`config.mk`:
```
export PLATFORM = sky130hd
export DESIGN_NAME = bus_frame_receiver
export DESIGN_NICKNAME = d
export VERILOG_FILES = /design/src/rtl/bus_frame_receiver.sv
export SDC_FILE = /design/constraint.sdc
export NUM_CORES = 1
export LEC_CHECK = 0
export ABC_AREA = 1
export CAP_MARGIN = 0
export CORE_UTILIZATION = 40
export DETAILED_ROUTE_END_ITERATION = 7
export DONT_BUFFER_PORTS = 1
export PLACE_DENSITY = 0.57
export SETUP_SLACK_MARGIN = 0.1
export SYNTH_ARGS = -nofsm -noshare
export SYNTH_HDL_FRONTEND = slang
export SYNTH_SLANG_ARGS = --single-unit
```
`constraint.sdc`:
```
create_clock -name clk -period 4.1 [get_ports clk]
set_input_delay 1.025 -clock clk [delete_from_list [all_inputs] [get_ports clk]]
set_output_delay 1.025 -clock clk [all_outputs]
set_load 0.05 [all_outputs]
```
`src/rtl/bus_frame_receiver.sv`:
```
// bus_frame_receiver: samples the shared data bus while dcontrol is high,
// acknowledges each accepted word combinationally, buffers words in a
// first-word-fall-through FIFO and reports length/status per frame.
module bus_frame_receiver #(
    parameter int unsigned DATA_W = 32,
    parameter int unsigned DEPTH  = 4,
    parameter int unsigned LEN_W  = 8
) (
    input  logic                       clk,
    input  logic                       rst_n,
    input  logic [DATA_W-1:0]          bus,
    input  logic                       dcontrol,
    output logic                       ack,
    output logic [DATA_W-1:0]          rd_data,
    output logic                       rd_valid,
    input  logic                       rd_ready,
    output logic [$clog2(DEPTH):0]     level,
    output logic                       frame_done,
    output logic [LEN_W-1:0]           frame_len,
    output logic                       frame_err
);

    localparam int unsigned AW    = $clog2(DEPTH);
    localparam int unsigned LVL_W = AW + 1;

    typedef enum logic [1:0] {
        IDLE = 2'd0,
        RECV = 2'd1,
        DROP = 2'd2
    } state_e;

    state_e              state_q, state_d;
    logic [LEN_W-1:0]    cnt_q, cnt_d;
    logic                err_q, err_d;
    logic                frame_done_q, frame_done_d;
    logic [LEN_W-1:0]    frame_len_q, frame_len_d;
    logic                frame_err_q, frame_err_d;

    logic [DATA_W-1:0]   mem_q [DEPTH];
    logic [AW-1:0]       wr_ptr_q, rd_ptr_q;
    logic [LVL_W-1:0]    level_q, level_d;
    logic                rd_valid_q;

    logic                pop;
    logic                can_push;
    logic                push;
    logic [LEN_W-1:0]    cnt_inc;

    // Handshake terms; a full FIFO still accepts a word when the head leaves this cycle.
    assign pop      = rd_valid_q && rd_ready;
    assign can_push = (level_q < LVL_W'(DEPTH)) || ((level_q == LVL_W'(DEPTH)) && pop);
    assign ack      = rst_n && dcontrol && can_push && (state_q != DROP);
    assign push     = ack;
    assign cnt_inc  = (cnt_q == {LEN_W{1'b1}}) ? cnt_q : cnt_q + LEN_W'(1);
    assign level_d  = level_q + LVL_W'(push) - LVL_W'(pop);

    // Frame FSM: next state, word counter and end-of-frame report.
    always_comb begin
        state_d      = state_q;
        cnt_d        = cnt_q;
        err_d        = err_q;
        frame_done_d = 1'b0;
        frame_len_d  = frame_len_q;
        frame_err_d  = frame_err_q;
        unique case (state_q)
            IDLE: begin
                if (dcontrol) begin
                    if (can_push) begin
                        cnt_d   = LEN_W'(1);
                        state_d = RECV;
                    end else begin
                        cnt_d   = '0;
                        err_d   = 1'b1;
                        state_d = DROP;
                    end
                end
            end
            RECV: begin
                if (dcontrol) begin
                    if (can_push) begin
                        cnt_d = cnt_inc;
                    end else begin
                        err_d   = 1'b1;
                        state_d = DROP;
                    end
                end else begin
                    frame_done_d = 1'b1;
                    frame_len_d  = cnt_q;
                    frame_err_d  = err_q;
                    cnt_d        = '0;
                    err_d        = 1'b0;
                    state_d      = IDLE;
                end
            end
            DROP: begin
                if (!dcontrol) begin
                    frame_done_d = 1'b1;
                    frame_len_d  = cnt_q;
                    frame_err_d  = err_q;
                    cnt_d        = '0;
                    err_d        = 1'b0;
                    state_d      = IDLE;
                end
            end
            default: state_d = IDLE;
        endcase
    end

    // FSM and frame report registers.
    always_ff @(posedge clk or negedge rst_n) begin
        if (!rst_n) begin
            state_q      <= IDLE;
            cnt_q        <= '0;
            err_q        <= 1'b0;
            frame_done_q <= 1'b0;
            frame_len_q  <= '0;
            frame_err_q  <= 1'b0;
        end else begin
            state_q      <= state_d;
            cnt_q        <= cnt_d;
            err_q        <= err_d;
            frame_done_q <= frame_done_d;
            frame_len_q  <= frame_len_d;
            frame_err_q  <= frame_err_d;
        end
    end

    // FIFO storage, pointers and occupancy.
    always_ff @(posedge clk or negedge rst_n) begin
        if (!rst_n) begin
            for (int i = 0; i < int'(DEPTH); i++) begin
                mem_q[i] <= '0;
            end
            wr_ptr_q   <= '0;
            rd_ptr_q   <= '0;
            level_q    <= '0;
            rd_valid_q <= 1'b0;
        end else begin
            if (push) begin
                mem_q[wr_ptr_q] <= bus;
                wr_ptr_q        <= wr_ptr_q + AW'(1);
            end
            if (pop) begin
                rd_ptr_q <= rd_ptr_q + AW'(1);
            end
            level_q    <= level_d;
            rd_valid_q <= (level_d != '0);
        end
    end

    assign rd_data    = mem_q[rd_ptr_q];
    assign rd_valid   = rd_valid_q;
    assign level      = level_q;
    assign frame_done = frame_done_q;
    assign frame_len  = frame_len_q;
    assign frame_err  = frame_err_q;

endmodule

```
Yosys cells after proc, flatten, opt, wreduce, memory -nomap -nowiden
Cells that the tools add are included.

Logic and storage cells: 77. Register bits after elaboration: 157. Output and inout port bits: 47. Bits of input ports: 36.

Add/subtract/negate cells: 5. Eq/ne operators: 10. Bitwise gates (word level): 3. Reductions and logical operators: 15. Magnitude comparators: 4. Muxes and demuxes: 26.

Operators with widths (number): bitwise mux 128 bit (1); 2-to-1 mux 32 bit (3); binary-select mux 32 bit (select 2 bit) (1); demux 32 bit (select 2 bit) (1); 2-to-1 mux 8 bit (5); case mux 8 bit (3 select lines) (1); 2-to-1 mux 2 bit (5); != test 3 bit, second input constant (3); adder 8 x 1 -> 8 bit, second input constant (1); == test 8 bit, second input constant (1); 2-to-1 mux 1 bit (7); >= comparator 3 bit, second input constant (2); logical AND 1 bit (6); != test 2 bit, second input constant (3); NOT 2 -> 3 bit (2); case mux 2 bit (3 select lines) (1); AND reduction 3 bit (2); nonzero test 3 bit (2); AND reduction 5 bit (1); adder 2 x 1 -> 2 bit, second input constant (2); adder 3 x 1 -> 3 bit (1); == test 3 bit, second input constant (1); less-than comparator 3 x 1 -> 1 bit, second input constant (1); less-than comparator 3 bit, second input constant (1); other kinds (9) (9).

Logic depth before layout (Yosys ltp)
Gate-level depths: netlist (run 1).

Word-level depth: 8. Mapped depth: 14. Gate-level depth less buffers: 13.

Worst setup path after synthesis (run 1)
OpenSTA, ideal clock, no wires.

Path type: input -> register. Start point: in rd_ready. End point: reg rd_valid_q (netlist: rd_valid). Required time: 3.983 ns. Stages on the path: 13. Arrival time: 2.919 ns. Setup time: 0.117 ns. Slack: 1.063 ns. Cell sequence: nand2_1 -> inv_2 -> nand2_2 -> nand2_4 -> nand2_8 -> clkbuf_2 -> inv_1 -> ha_1 -> fa_1 -> xor2_1 -> xor2_1 -> inv_1 -> nand2_1.

Word-level cells in the longest chain between the ends: 8.

Ends and longest elaborated chain: start, declared (RTL line 16) `input logic rd_ready,`; logical AND 1 bit (RTL line 50) `assign pop = rd_valid_q && rd_ready;`; logical AND 1 bit (RTL line 51) `assign can_push = (level_q < LVL_W'(DEPTH)) || ((level_q == LVL_W'(DEPTH)) && pop);`; logical OR 1 bit (RTL line 51); logical AND 1 bit (2 in a row) (RTL line 52) `assign ack = rst_n && dcontrol && can_push && (state_q != DROP);`; via ack (RTL line 13) `output logic ack,`; adder 3 x 1 -> 3 bit (RTL line 55) `assign level_d = level_q + LVL_W'(push) - LVL_W'(pop);`; subtractor 3 x 1 -> 3 bit (RTL line 55); via level_d[2] (RTL line 41) `logic [LVL_W-1:0] level_q, level_d;`; nonzero test 3 bit (RTL line 147) `rd_valid_q <= (level_d != '0);`; end signal, assigned (RTL line 147); end, declared (RTL line 42) `logic rd_valid_q;`.

The timed path passes the listed nets, and every way through them passes these cells. A chain may end at the register's enable or synchronous reset.

Final worst setup path (run 1)
Start point: reg rd_ptr_q[0]. End point: out rd_data[26].

Word-level cells in the longest chain between the ends: 4.

Ends and longest elaborated chain: start, declared (RTL line 40) `logic [AW-1:0] wr_ptr_q, rd_ptr_q;`; start signal, assigned (RTL line 144) `rd_ptr_q <= rd_ptr_q + AW'(1);`; NOT 2 -> 3 bit (implied by the code) (RTL line 151) `assign rd_data = mem_q[rd_ptr_q];`; binary-select mux 32 bit (select 2 bit) (RTL line 151); 2-to-1 mux 32 bit (implied by the code) (2 in a row) (RTL line 151); end, declared (RTL line 14) `output logic [DATA_W-1:0] rd_data,`.

Every way passes these cells. The select of a mux whose other input is x is not followed.

==> metrics.txt, run 1 <==
total power=8.04 mW; total core area=0.0182 sq mm; # setup viols final=0; most common cell after layout, fill and taps aside=nand2_1; antenna violations before repair=0; #FFs+latches synth=157; critical path's largest stage delay=0.63 ns; crit start category=flop; DR vias=6152; Die W=139 microns; cell mode on critical path=buf_4; Hold WC Path Type=primary input to asynchronous set/reset pin; TritonCTS Sinks=157; Std-Cell Rows=49; CTS buffer count=17; Slew HR=34.6%; H-tree level count=4; Leakage=4.05 nW; Cell Chain, Critical Path=inv_2 -> buf_4 -> o21ai_0 -> o22ai_1 -> buf_4; area grow syn2layout=10.9%; placed inst area=0.00777 sq mm; Slew @ Worst Pin=0.978 ns; Period minus WS final=3.37 ns; final period utilization=82.2%; routed vias/inst=5.24; Worst-path clk slew=0.07 ns; clk root buf=clkbuf_16; commonest cells after routing, fill and taps aside=322 x nand2_1, 156 x dfrtp_1, 100 x o21ai_0; critical path data arrival time=2.35 ns; unrepaired setup endpoints after global routing=no; share of cells above drive strength 1=9.32%; clock latency at the later pin of the worst-skew pair=0.42 ns; Place WS=1.01 ns; Antenna Cells=0; worst setup path class=flop to output port; worst vdd rail ir drop=570 uV; largest net degree at the start of global routing=159; DRC viols=0; status=finished, final reports clean; I/O pin count=83; Post-Layout Inst Area=0.00837 sq mm; Final Hold Viols=0; port bufs=0; wire per inst=16.9 microns; CP max-delay cell=inv_2; DRT Wirelength=19.8 mm; power per cell area=961 mW/mm^2; TritonCTS clock tree=built; Synth Warn #=0; Iteration-0 DRC Markers=530; Worst Setup End Kind=output port; gr usage total=21.6%; HPWL Detailed=11.2 mm; Synth Instances=931; fillers=1830; remaining global-route overflow=0; Die H=139 microns; vias in the first global route=6303; Post-DRT Antenna Nets=0; register area share after synthesis=52.0%; CTS Hold Bufs=0; CTS resizes=0; worst setup margin=0.729 ns; Sum Neg Setup Slack=0 ns; worst path bufs/invs=3; detailed-router iteration count before antenna repair=4; Avg Synthesized Cell Area=8.11 sq um; CP max FO=49; Max Fclk=297 MHz; GP Congestion=0.778; Max-cap violations=0; first-pass GRT wire length=33.3 mm; Final nets=979; post-CTS setup buffer count=0; delay-heaviest family, CP=buffers and inverters; die footprint=0.0194 sq mm; Worst Path Required=3.07 ns; Initial Util=41.5%; max-slew violations=0; Synth cell types=28; clk buf depth=2; Syn Nets=979; Setup Skew=0.0124 ns; cell area after synthesis=0.00755 sq mm
sequential cells by signal, indices dropped and copies added (netlist names), 2 cells and up:
name,cells
frame_len,8
state_q,2
mem_q,128
rd_ptr_q,2
level,3
cnt_q,8
wr_ptr_q,2
metrics by stage:
step	util [%]	std cells	hold WS [ns]
6_report	46.0	1173	0.294
5_1_grt	46.0	1173	0.276
4_1_cts	46.0	1173	0.286
3_5_place_dp	42.7	1141	0.463
3_3_place_gp	42.7	1141	0.457
2_1_floorplan	-	931	0.441
cell usage after synthesis:
| master | instances | area (sq um) |
|---|---|---|
| a21oi_1 | 6 | 30.0 |
| buf_1 | 6 | 22.5 |
| buf_2 | 4 | 20.0 |
| buf_4 | 14 | 105 |
| buf_6 | 10 | 113 |
| buf_8 | 1 | 15.0 |
| clkbuf_1 | 23 | 86.3 |
| clkbuf_2 | 1 | 5.00 |
| dfrtp_1 | 157 | 3930 |
| fa_1 | 1 | 20.0 |
| ha_1 | 11 | 138 |
| inv_1 | 29 | 109 |
| inv_2 | 3 | 11.3 |
| nand2_1 | 322 | 1210 |
| nand2_2 | 3 | 18.8 |
| nand2_4 | 1 | 11.3 |
| nand2_8 | 1 | 20.0 |
| nand3_1 | 7 | 35.0 |
| nand3b_1 | 1 | 7.51 |
| nor2_1 | 86 | 323 |
| nor2_4 | 5 | 56.3 |
| nor3_1 | 2 | 10.0 |
| nor3b_1 | 1 | 7.51 |
| o21ai_0 | 100 | 500 |
| o21ai_1 | 97 | 485 |
| o21ai_2 | 3 | 26.3 |
| o22ai_1 | 32 | 200 |
| xor2_1 | 4 | 35.0 |
layout make-up:
type / instances / area (sq um) / area share, %
multi-input combinational: 683 / 3130 / 37.4
tap: 229 / 287 / 3.42
inverter: 32 / 120 / 1.43
sequential: 157 / 3930 / 47.0
timing repair buffer: 40 / 300 / 3.59
clock buffer: 19 / 433 / 5.17
clock inverter: 13 / 168 / 2.00
routing by layer:
metal / GRT usage (%) / vias to the layer above / routed length, microns
met4: 4.50 / 0 / 141
met5: 0 / - / 0
met2: 34.9 / 100 / 9350
met3: 6.06 / 14 / 1070
met1: 29.1 / 3014 / 9230
li1: - / 3024 / -
power by group:
group / total, mW / internal (mW) / leakage, nW / switching (mW)
clock: 1.62 / 0.962 / 0.287 / 0.654
sequential: 2.64 / 2.20 / 2.00 / 0.442
combinational: 3.78 / 1.06 / 1.76 / 2.72
logic make-up (layout without fill, tap and decap cells):
| family | count (synthesis) | in the layout | synth area share [%] |
|---|---|---|---|
| buf+inv | 91 | 104 | 6.45 |
| xor+xnor | 4 | 4 | 0.464 |
| compound gates | 238 | 238 | 16.5 |
| simple gates | 429 | 429 | 22.5 |
| flops | 157 | 157 | 52.0 |
| fa+ha+maj | 12 | 12 | 2.09 |
worst paths after layout:
kind,startpoint,to,slack (ns),depth (start not counted)
worst max-delay path,rd_ptr_q[0],rd_data[26],0.73,5
max in group asynchronous,rst_n,mem_q[112],3.57,0
worst min-delay path,rst_n,mem_q[102],0.29,0
worst max register to register,rd_valid,rd_valid,1.38,12
min in group clk,mem_q[42],mem_q[42],0.47,2
worst min register to register,mem_q[42],mem_q[42],0.47,2
No activity file was read; power rests on OpenSTA's default activity.
==> run 2: changes to the inputs <==
==> constraint.sdc (replaced) <==
create_clock -name clk -period 3.45 [get_ports clk]
set_input_delay 0.8625 -clock clk [delete_from_list [all_inputs] [get_ports clk]]
set_output_delay 0.8625 -clock clk [all_outputs]
set_load 0.05 [all_outputs]
==> metrics.txt, run 2 (synthesized netlist as in run 1, its figures left out) <==
status=finished, final reports clean; Max Fclk=316 MHz; most flop-heavy register=mem_q; Post-DRT Antenna Nets=0; commonest cells after routing, fill and taps aside=322 x nand2_1, 156 x dfrtp_1, 100 x o21ai_0; Slew HR=48.4%; # setup viols final=0; Die W=139 microns; Comb power frac=47.1%; worst hold slack=0.140 ns; routed vias/inst=5.16; clock latency at the later pin of the worst-skew pair=0.43 ns; worst setup path class=flop to output port; unrepaired setup endpoints after global routing=no; power per cell area=1130 mW/mm^2; DR vias=6089; detailed-router iteration count before antenna repair=5; Max-cap violations=0; first-pass GRT wire length=32.2 mm; number of flip-flops in the largest register=128; worst vdd rail ir drop=742 uV; Worst Setup End Kind=output port; Sum Neg Setup Slack=0 ns; post-CTS setup buffer count=0; total core area=0.0182 sq mm; most common cell after layout, fill and taps aside=nand2_1; Leakage=4.10 nW; worst setup margin=0.284 ns; TritonCTS clock tree=built; antenna violations before repair=0; Slew @ Worst Pin=0.773 ns; largest net degree at the start of global routing=159; Setup Skew=0.00739 ns; area grow syn2layout=11.8%; I/O pin count=83; Antenna Cells=0; Die H=139 microns; remaining global-route overflow=0; Final nets=988; fin util=46.3%; CP max FO=29; Flop pwr share=33.1%; Std-Cell Rows=49; port bufs=0; share of cells above drive strength 1=10.1%; DRT Wirelength=19.4 mm; die footprint=0.0194 sq mm; cell internal pwr=5.07 mW; crit start category=flop; R2R Setup Slk=0.87 ns; Hold WC Path Type=primary input to asynchronous set/reset pin; Psw=4.47 mW; sw frac=46.9%; CP max-delay cell=dfrtp_2; Final Hold Viols=0; HPWL Detailed=11.7 mm; Worst Path Required=2.59 ns; CTS buffer count=17; clock power share=19.8%; gr usage total=21.1%; final period utilization=91.8%; Period minus WS final=3.17 ns; DRC viols=0; clk buf depth=2; Cell Chain, Critical Path=inv_2 -> buf_4 -> o21ai_0 -> o22ai_1 -> buf_4; clk root buf=clkbuf_16; Place WS=0.648 ns; critical path data arrival time=2.30 ns; Worst-path clk slew=0.06 ns; Iteration-0 DRC Markers=397; vias in the first global route=6019; critical path's largest stage delay=0.59 ns; H-tree level count=4; max-slew violations=0; wire per inst=16.4 microns; GP Congestion=0.811; Initial Util=41.5%; CTS resizes=0; cell mode on critical path=buf_4; CTS Hold Bufs=0; TritonCTS Sinks=157
## run 2: power groups by stage
stage                     Sequential [mW]  Combinational (mW)  Clock [mW]
after detailed placement             3.19                4.53           0
after global routing                 3.27                4.94        2.00
after global placement               3.17                4.49           0
after floorplan                      3.06                3.39           0
final                                3.16                4.49        1.89
after CTS                            3.16                4.54        1.93
## run 2: worst max-delay path, delay by kind of cell, from the launching register on
| family | cells | cell delay (ns) |
|---|---|---|
| buffers and inverters | 3 | 1.00 |
| DFF | 1 | 0.59 |
| AOI/OAI and AO/OA | 2 | 0.29 |
## run 2: routing by layer
| metal | part of all wire, % | track usage (%) |
|---|---|---|
| met5 | 0 | 0 |
| met4 | 0.86 | 5.09 |
| met3 | 5.5 | 5.82 |
| met2 | 47 | 33.7 |
| met1 | 46 | 28.2 |
## run 2: final timing paths
check / from / endpoint / cells after the start
hold reg to reg: mem_q[63] / mem_q[63] / 2
max in group asynchronous: rst_n / rd_ptr_q[0] / 0
hold / removal: rst_n / mem_q[10] / 0
setup / recovery: rd_ptr_q[0] / rd_data[31] / 5
setup reg to reg: rd_valid / rd_valid / 12
min in group clk: mem_q[63] / mem_q[63] / 2
## run 2: cell type report
cell class                 instances  area [sq um]
sequential                       157          3930
timing repair buffer              49           380
inverter                          32           120
fill                            1831          9770
tap                              229           287
clock buffer                      19           443
clock inverter                    11           145
multi-input combinational        683          3130
## run 2: stage by stage
| stage | power (mW) | std cells | area (sq um) |
|---|---|---|---|
| CTS | 9.63 | 1180 | 8440 |
| detailed placement | 7.72 | 1150 | 7850 |
| global route | 10.2 | 1180 | 8440 |
| global placement | 7.67 | 1150 | 7850 |
| floorplan | 6.45 | 931 | 7550 |
| finish | 9.54 | 1180 | 8440 |
==> run 3: changes to the inputs <==
--- a/config.mk
+++ b/config.mk
@@ -8,6 +8,7 @@
 export ABC_AREA = 1
 export CAP_MARGIN = 0
 export CORE_UTILIZATION = 40
+export CTS_BUF_LIST = sky130_fd_sc_hd__clkbuf_8
 export DETAILED_ROUTE_END_ITERATION = 7
 export DONT_BUFFER_PORTS = 1
 export PLACE_DENSITY = 0.57
==> metrics.txt, run 3 (synthesized netlist as in run 1, its figures left out) <==
status=finished, final reports clean; critical path data arrival time=2.34 ns; Slew @ Worst Pin=0.763 ns; clock latency at the later pin of the worst-skew pair=0.47 ns; largest net degree at the start of global routing=159; wire per inst=16.5 microns; DR vias=6117; Worst Path Required=2.59 ns; Multi-input gate area=0.00313 sq mm; dpl cells=1150; Layout Cells excl Fill=1180; die footprint=0.0194 sq mm; GP Congestion=0.811; final period utilization=92.7%; Iteration-0 DRC Markers=428; register area=0.00393 sq mm; Setup Skew=0.0145 ns; Final Hold Viols=0; antenna violations before repair=0; Leakage=4.01 nW; post-CTS setup buffer count=0; Max-cap violations=0; Std-Cell Rows=49; commonest cells after routing, fill and taps aside=322 x nand2_1, 156 x dfrtp_1, 100 x o21ai_0; Sum Neg Setup Slack=0 ns; Antenna Cells=0; Die W=139 microns; Initial Util=41.5%; I/O pin count=83; worst hold slack=0.0925 ns; unrepaired setup endpoints after global routing=no; worst setup path class=flop to output port; total core area=0.0182 sq mm; H-tree level count=4; worst vdd rail ir drop=670 uV; port bufs=0; Max Fclk=313 MHz; Hold WC Path Type=primary input to asynchronous set/reset pin; fin util=45.3%; routed vias/inst=5.18; Worst Setup End Kind=output port; number of flip-flops in the largest register=128; gr usage total=21.2%; DRC viols=0; most flop-heavy register=mem_q; GR Util met2=33.8%; detailed-router iteration count before antenna repair=5; max-slew violations=0; DRT Wirelength=19.5 mm; Worst-path clk slew=0.08 ns; remaining global-route overflow=0; Die H=139 microns; first-pass GRT wire length=32.3 mm; Period minus WS final=3.20 ns; area grow syn2layout=9.28%; Post-Layout Inst Area=0.00825 sq mm; share of cells above drive strength 1=10.1%; Post-DRT Antenna Nets=0; # setup viols final=0; Slew HR=49.1%; met1 Use GR=28.2%; HPWL Detailed=11.7 mm; CTS buffer count=17; CP max FO=38; clk root buf=clkbuf_8; power per cell area=1100 mW/mm^2; grt peak-use layer=met2; TritonCTS Sinks=157; crit start category=flop; most common cell after layout, fill and taps aside=nand2_1; placed inst area=0.00785 sq mm; grt met3 use=5.82%; fillers=1843; clk buf depth=2; vias in the first global route=6024; TritonCTS clock tree=built; Final nets=988
run 3: cell count changes in the layout (fill, tap and decap cells not counted), sizes merged:
cell / previous run / this run
clkbuf: 19 / 18
inv: 32 / 33
run 3: layout make-up:
class	instances	area share [%]
clock buffers	18	3.00
clock inverters	12	1.80
inverters	32	1.49
multi-input cells	683	38.0
flip-flops and latches	157	47.6
well taps	229	3.47
repair buffers	49	4.61
run 3: power breakdown:
group	internal (mW)	leakage (nW)	switching, mW
Sequential	2.61	2.00	0.543
Clock	0.721	0.198	0.692
Combinational	1.30	1.81	3.19
run 3: path summary, 6_finish.rpt:
path                             startpoint           to  slack, ns  depth (start not counted)
worst min-delay path                  rst_n    mem_q[31]       0.09                          0
min in group clk                  mem_q[61]    mem_q[61]       0.48                          2
max in group asynchronous             rst_n    mem_q[43]       2.94                          0
worst max register to register     rd_valid     rd_valid       0.86                         12
worst min register to register    mem_q[61]    mem_q[61]       0.48                          2
worst max-delay path            rd_ptr_q[0]  rd_data[30]       0.25                          4
run 3: what timing repair did:
action / 4_1_cts / 5_1_grt
setup endpoints to repair: 0 / 5
hold buffers: 0 / 0
gates resized for setup: 0 / 2
run 3: stage by stage:
step	total power [mW]	worst slack (ns)
after floorplan	6.45	0.576
after global routing	9.72	0.102
after CTS	9.15	0.179
final	9.06	0.252
after global placement	7.67	0.684
after detailed placement	7.72	0.648
run 3: critical path, cell delays in order (launching register included):
cell and delay (ns):
dfrtp_2 0.71, buf_4 0.47, o21ai_0 0.16, o22ai_1 0.27
buf_4 0.26
run 3: per-layer routing:
layer / up-vias / share of wire, % / wire [microns]
li1: 3044 / - / -
met1: 2920 / 46 / 8980
met2: 137 / 48 / 9270
met3: 16 / 5.6 / 1090
met4: 0 / 0.61 / 118
met5: - / 0 / 0
